[src/rtl/red_centroid.sv]
// Per-frame red-pixel centroid: accumulates count and coordinate sums, then runs a
// restoring divide (X then Y) that overlaps accumulation of the next frame.
module red_centroid #(
   parameter int XW      = 10,
   parameter int YW      = 10,
   parameter int MIN_PIX = 16
) (
   input  logic          clk,
   input  logic          reset_n,
   input  logic          pix_en,
   input  logic [XW-1:0] col,
   input  logic [YW-1:0] row,
   input  logic          is_red,
   input  logic          frame_end,
   output logic [XW-1:0] cx,
   output logic [YW-1:0] cy,
   output logic          found,
   output logic          result_valid,
   output logic          busy,
   output logic          overrun
);

   localparam int CW  = XW + YW;
   localparam int SXW = 2 * XW + YW;
   localparam int SYW = XW + 2 * YW;
   localparam int LW  = (XW > YW) ? XW : YW;
   localparam int SW  = $clog2(LW + 1);

   typedef enum logic [2:0] {
      S_IDLE  = 3'd0,
      S_CHECK = 3'd1,
      S_DIV_X = 3'd2,
      S_DIV_Y = 3'd3,
      S_DONE  = 3'd4
   } state_t;

   state_t           r_state;
   state_t           w_state_nxt;

   logic [CW-1:0]    r_cnt;
   logic [SXW-1:0]   r_sum_x;
   logic [SYW-1:0]   r_sum_y;
   logic [CW-1:0]    r_snap_cnt;
   logic [SXW-1:0]   r_snap_x;
   logic [SYW-1:0]   r_snap_y;

   logic [CW-1:0]    r_rem;
   logic [LW-1:0]    r_lo;
   logic [LW-2:0]    r_quot;
   logic [XW-1:0]    r_qx;
   logic [SW-1:0]    r_step;

   logic [XW-1:0]    r_cx;
   logic [YW-1:0]    r_cy;
   logic             r_found;
   logic             r_rv;
   logic             r_busy;
   logic             r_overrun;

   logic             w_qual;
   logic             w_take;
   logic [CW-1:0]    w_cnt_nxt;
   logic [SXW-1:0]   w_sum_x_nxt;
   logic [SYW-1:0]   w_sum_y_nxt;
   logic [CW:0]      w_trial;
   logic             w_ge;
   logic [CW-1:0]    w_rem_nxt;
   logic [LW-1:0]    w_quot_nxt;
   logic             w_last_x;
   logic             w_last_y;
   logic             w_skip;

   assign w_qual      = pix_en & is_red;
   assign w_take      = frame_end & (r_state == S_IDLE);
   assign w_cnt_nxt   = r_cnt + (w_qual ? {{(CW-1){1'b0}}, 1'b1} : {CW{1'b0}});
   assign w_sum_x_nxt = r_sum_x + (w_qual ? SXW'(col) : {SXW{1'b0}});
   assign w_sum_y_nxt = r_sum_y + (w_qual ? SYW'(row) : {SYW{1'b0}});

   // One restoring-division step: shift in the next dividend bit, subtract if it fits.
   assign w_trial    = {r_rem, r_lo[LW-1]};
   assign w_ge       = (w_trial >= {1'b0, r_snap_cnt});
   assign w_rem_nxt  = w_ge ? CW'(w_trial - {1'b0, r_snap_cnt}) : w_trial[CW-1:0];
   assign w_quot_nxt = {r_quot, w_ge};
   assign w_last_x   = (r_step == SW'(XW - 1));
   assign w_last_y   = (r_step == SW'(YW - 1));
   assign w_skip     = (r_snap_cnt < CW'(MIN_PIX));

   // FSM state register.
   always_ff @(posedge clk or negedge reset_n) begin
      if (!reset_n) begin
         r_state <= S_IDLE;
      end else begin
         r_state <= w_state_nxt;
      end
   end

   // FSM next-state logic.
   always_comb begin
      w_state_nxt = r_state;
      case (r_state)
         S_IDLE: begin
            if (frame_end) w_state_nxt = S_CHECK;
            else           w_state_nxt = S_IDLE;
         end
         S_CHECK: begin
            if (w_skip) w_state_nxt = S_DONE;
            else        w_state_nxt = S_DIV_X;
         end
         S_DIV_X: begin
            if (w_last_x) w_state_nxt = S_DIV_Y;
            else          w_state_nxt = S_DIV_X;
         end
         S_DIV_Y: begin
            if (w_last_y) w_state_nxt = S_DONE;
            else          w_state_nxt = S_DIV_Y;
         end
         S_DONE:  w_state_nxt = S_IDLE;
         default: w_state_nxt = S_IDLE;
      endcase
   end

   // Frame accumulators; every frame_end starts a new frame even when busy.
   always_ff @(posedge clk or negedge reset_n) begin
      if (!reset_n) begin
         r_cnt   <= {CW{1'b0}};
         r_sum_x <= {SXW{1'b0}};
         r_sum_y <= {SYW{1'b0}};
      end else if (frame_end) begin
         r_cnt   <= {CW{1'b0}};
         r_sum_x <= {SXW{1'b0}};
         r_sum_y <= {SYW{1'b0}};
      end else begin
         r_cnt   <= w_cnt_nxt;
         r_sum_x <= w_sum_x_nxt;
         r_sum_y <= w_sum_y_nxt;
      end
   end

   // Snapshot includes the frame_end cycle's own pixel.
   always_ff @(posedge clk or negedge reset_n) begin
      if (!reset_n) begin
         r_snap_cnt <= {CW{1'b0}};
         r_snap_x   <= {SXW{1'b0}};
         r_snap_y   <= {SYW{1'b0}};
      end else if (w_take) begin
         r_snap_cnt <= w_cnt_nxt;
         r_snap_x   <= w_sum_x_nxt;
         r_snap_y   <= w_sum_y_nxt;
      end else begin
         r_snap_cnt <= r_snap_cnt;
         r_snap_x   <= r_snap_x;
         r_snap_y   <= r_snap_y;
      end
   end

   // Divider datapath shared between the X and Y passes.
   always_ff @(posedge clk or negedge reset_n) begin
      if (!reset_n) begin
         r_rem  <= {CW{1'b0}};
         r_lo   <= {LW{1'b0}};
         r_quot <= {(LW-1){1'b0}};
         r_qx   <= {XW{1'b0}};
         r_step <= {SW{1'b0}};
      end else begin
         case (r_state)
            S_CHECK: begin
               r_rem  <= r_snap_x[SXW-1:XW];
               r_lo   <= LW'(r_snap_x[XW-1:0]) << (LW - XW);
               r_quot <= {(LW-1){1'b0}};
               r_step <= {SW{1'b0}};
            end
            S_DIV_X: begin
               if (w_last_x) begin
                  r_qx   <= w_quot_nxt[XW-1:0];
                  r_rem  <= r_snap_y[SYW-1:YW];
                  r_lo   <= LW'(r_snap_y[YW-1:0]) << (LW - YW);
                  r_quot <= {(LW-1){1'b0}};
                  r_step <= {SW{1'b0}};
               end else begin
                  r_rem  <= w_rem_nxt;
                  r_lo   <= r_lo << 1;
                  r_quot <= w_quot_nxt[LW-2:0];
                  r_step <= r_step + SW'(1);
               end
            end
            S_DIV_Y: begin
               r_rem  <= w_rem_nxt;
               r_lo   <= r_lo << 1;
               r_quot <= w_quot_nxt[LW-2:0];
               r_step <= r_step + SW'(1);
            end
            default: begin
               r_rem  <= r_rem;
               r_lo   <= r_lo;
               r_quot <= r_quot;
               r_step <= r_step;
            end
         endcase
      end
   end

   // Result/status registers; results land on the edge entering DONE.
   always_ff @(posedge clk or negedge reset_n) begin
      if (!reset_n) begin
         r_cx      <= {XW{1'b0}};
         r_cy      <= {YW{1'b0}};
         r_found   <= 1'b0;
         r_rv      <= 1'b0;
         r_busy    <= 1'b0;
         r_overrun <= 1'b0;
      end else begin
         r_busy    <= (w_state_nxt != S_IDLE);
         r_overrun <= frame_end & (r_state != S_IDLE);
         if (r_state == S_CHECK && w_skip) begin
            r_found <= 1'b0;
            r_rv    <= 1'b1;
         end else if (r_state == S_DIV_Y && w_last_y) begin
            r_cx    <= r_qx;
            r_cy    <= w_quot_nxt[YW-1:0];
            r_found <= 1'b1;
            r_rv    <= 1'b1;
         end else begin
            r_rv    <= 1'b0;
         end
      end
   end

   assign cx           = r_cx;
   assign cy           = r_cy;
   assign found        = r_found;
   assign result_valid = r_rv;
   assign busy         = r_busy;
   assign overrun      = r_overrun;

endmodule

[config.mk]
export PLATFORM = sky130hd
export DESIGN_NAME = red_centroid
export DESIGN_NICKNAME = d
export VERILOG_FILES = /design/src/rtl/red_centroid.sv
export SDC_FILE = /design/constraint.sdc
export NUM_CORES = 1
export LEC_CHECK = 0
export BUFFER_PORTS_ARGS = -buffer_cell sky130_fd_sc_hd__buf_2
export CAP_MARGIN = 20
export CORE_ASPECT_RATIO = 0.8
export CORE_UTILIZATION = 45
export DETAILED_ROUTE_END_ITERATION = 10
export GPL_TIMING_DRIVEN = 0
export PLACE_DENSITY = 0.6
export SKIP_LAST_GASP = 1
export SLEW_MARGIN = 15
export SYNTH_ARGS = -nofsm -noshare
export SYNTH_HDL_FRONTEND = slang
export SYNTH_SLANG_ARGS = --single-unit
[constraint.sdc]
create_clock -name clk -period 2.7 [get_ports clk]
set_input_delay 0.54 -clock clk [delete_from_list [all_inputs] [get_ports clk]]
set_output_delay 0.54 -clock clk [all_outputs]
set_load 0.05 [all_outputs]
==> flow_summary.toml <==
[global_routing]
grt_max_degree = 102
antenna_found_initial = 0
grt_pass1_wl_um = 51200
grtUsageTotal_pct = 23.0
grt_overflow = 0
grt_pass1_vias = 9543

[cts]
cts_root_buf = "clkbuf_16"
clk_pin_slew_ps = 60
cts_made_buffers = 27
cts_buffer_depth = 3
ctsHoldBuffers = 0
clock_latency_ps = 530
clock_sinks = 240
cts_tree = "yes"
htree_levels = 1

[cells_and_area]
nets = 1448
postLayoutCellArea_sq_um = 14500
drive_gt1_share_pct = 15.2
fill_cells = 2411
antennaDiodeCount = 0
area_growth_pct = 17.1
postLayoutCoreUtil_pct = 54.4

[floorplanning]
die_h_um = 150
dieWidth_um = 187
core_area_sq_um = 26600
rows = 53
ios = 49
die-area_sq_um = 28100
initial_core_util_pct = 46.4

[routing]
ant_nets = 0
drc = 0
totalWireLength_um = 31700
detail_route.wl_per_cell_um = 18.1
viasPerCell = 5.58
vias = 9763
first_pass_iters = 5
drt_iter0_drc = 661

[job]
cap_violations = 0

[yosys]
synth-edff-count = 0
yosysTopAreaCellShare_pct = 48.6
yosysWarnings = 0
synth_fp_nets = 1354
syn_inst = 1282
synth-main-ff-cell = "dfrtp_1"
synth_cell_type_count = 71
syn_area_per_cell_sq_um = 9.63
syn_area_sq_um = 12400
ys_seq_area_share_pct = 48.6
ys_ff_latch = 240
yosysMostFrequentCell = "dfrtp_1"
synth_area_leaders = "dfrtp_1 (49%), nand2_1 (4.5%), ha_1 (4.5%)"
synthTopCellsByCount = "dfrtp_1 (240), nand2_1 (147), nor2_1 (134), o21ai_0 (106), a21oi_1 (63)"
yosysTopAreaCell = "dfrtp_1"
synthArstFlopShare_pct = 100

[worst_setup_path]
rr_startpoint = "r_snap_cnt[4]$_DFFE_PN0P_"
cp_max_fo = 10
required_ps = 3110
end_kind = "flop"
cpPeakStageDelay_ps = 360
crit_type = "input port to flop"
crit_start = "pix_en"
cp.arrival_ps = 3060
cp_cell_sequence = "clkbuf_4 -> and2_2 -> nand2_1 -> inv_1 -> ha_1 -> a21o_1 -> a21oi_1 -> o21a_1 -> o21ai_1 -> a41oi_2 -> nor3b_1 -> mux2_2"
slowest_stage = "mux2_2"
start_kind = "input port"

[outcome]
status = "completed"

[pwr]
p_leak_uw = 0.00644
fin_total_pwr_uw = 12000
vdd_drop_max_mv = 0.538
power.density_nw_per_um2 = 831

[placement]
port_buffers = 48
place_area_sq_um = 13200
post-dp-hpwl_um = 22900
place_congestion = 0.873
place_ws_ps = -898

[timing]
hold_viol = 0
fin_ws_ps = 56.4
clock_skew_ps = 12.1
worstMarginPinSlew_ps = 794
fin_crit_sh_pct = 97.9
fin_crit_ps = 2640
fmax_mhz = 378
setup_viol = 0
drv_slew = 0
slew_headroom_pct = 47.1
fin_setup_tns_ps = 0

[min_path]
hold_class = "input port to asynchronous set/reset pin"
## kinds of logic after synthesis
kind of cell / after synthesis / synth area share [%]
xor gates and xnor gates: 82 / 5.81
adders and majority gates: 47 / 4.94
buffers and inverters: 112 / 3.63
and+or+nand+nor: 447 / 16.8
muxes: 53 / 4.71
DFF: 240 / 48.6
AOI/OAI and AO/OA: 301 / 15.4
## worst max-delay path, delay by kind of cell
| kind | cells | cell delay, ps |
|---|---|---|
| AO/OA/AOI/OAI | 5 | 970 |
| adder cells (fa/ha/maj) | 1 | 270 |
| buffers and inverters | 2 | 210 |
| multiplexers | 1 | 360 |
| AND/OR/NAND/NOR | 3 | 700 |
## layout make-up
| class | instances | area, sq um | share of cell area [%] |
|---|---|---|---|
| Timing Repair Buffer | 66 | 443 | 3.06 |
| Clock buffer | 35 | 766 | 5.30 |
| Tap cell | 357 | 447 | 3.09 |
| Clock inverter | 12 | 141 | 0.978 |
| Inverter | 52 | 195 | 1.35 |
| Buffer | 59 | 280 | 1.94 |
| Sequential cell | 240 | 6010 | 41.5 |
| Multi-Input combinational cell | 930 | 6180 | 42.7 |
## cell usage in the layout (no fill, tap or decap), types with 12 or more instances in the layout
cell and count:
nand2_1 147, buf_4 15, mux2i_1 15, inv_1 50, buf_2 47, nand4_1 13
xor2_1 41, a21o_1 13, mux2_2 34, and3_1 24, nor3_1 16, dfrtp_1 240
clkbuf_16 27, clkbuf_1 49, a21oi_1 59, o21ai_0 101, nor2_1 134, xnor2_1 40
nor2b_1 12, nand3_1 43, ha_1 31
## repair_timing
item,in CTS,in global routing
pin swaps,5,12
gates resized for setup,17,42
endpoints found under the setup margin,40,64
setup buffers,10,6
## state kept, by name (all words and copies together), names as in the netlist
name / flops
busy: 1
cx: 10
cy: 10
found: 1
overrun: 1
r_cnt: 20
r_lo: 10
r_quot: 9
r_qx: 10
r_rem: 20
r_snap_cnt: 20
r_snap_x: 30
r_snap_y: 30
r_state: 3
r_step: 4
r_sum_x: 30
r_sum_y: 30
result_valid: 1
## report_power, final
part	internal, uW	total [uW]	leakage (uW)	switching [uW]
clock network	2270	3760	0.000458	1490
registers	3940	4240	0.00328	303
logic	1680	4020	0.00270	2330
total	7900	12000	0.00644	4120
## through the flow
stage / hold slack [ps] / instances
after floorplan: 244 / 1282
after global placement: 462 / 1687
after detailed placement: 469 / 1689
after CTS: 35.8 / 1745
after global routing: 63.2 / 1751
final: 15.2 / 1751
## per-layer routing
metal	share of wire [%]	vias to the layer above	track usage [%]
li1	-	4690	-
met1	48	4792	33.1
met2	44	231	35.5
met3	5.7	50	4.38
met4	2.5	0	6.19
met5	0	-	0
## worst paths after layout
path,depth (start not counted),endpoint,slack (ps)
setup / recovery,12,r_sum_y[29]$_DFF_PN0_,60
min in group clk,2,r_lo[8]$_DFFE_PN0P_,480
max in group asynchronous,2,r_sum_x[0]$_DFF_PN0_,1740
hold / removal,1,r_cnt[11]$_DFF_PN0_,20
hold reg to reg,2,r_lo[8]$_DFFE_PN0P_,480
setup reg to reg,10,r_rem[11]$_DFFE_PN0P_,70
No activity file was read; power rests on OpenSTA's default activity.
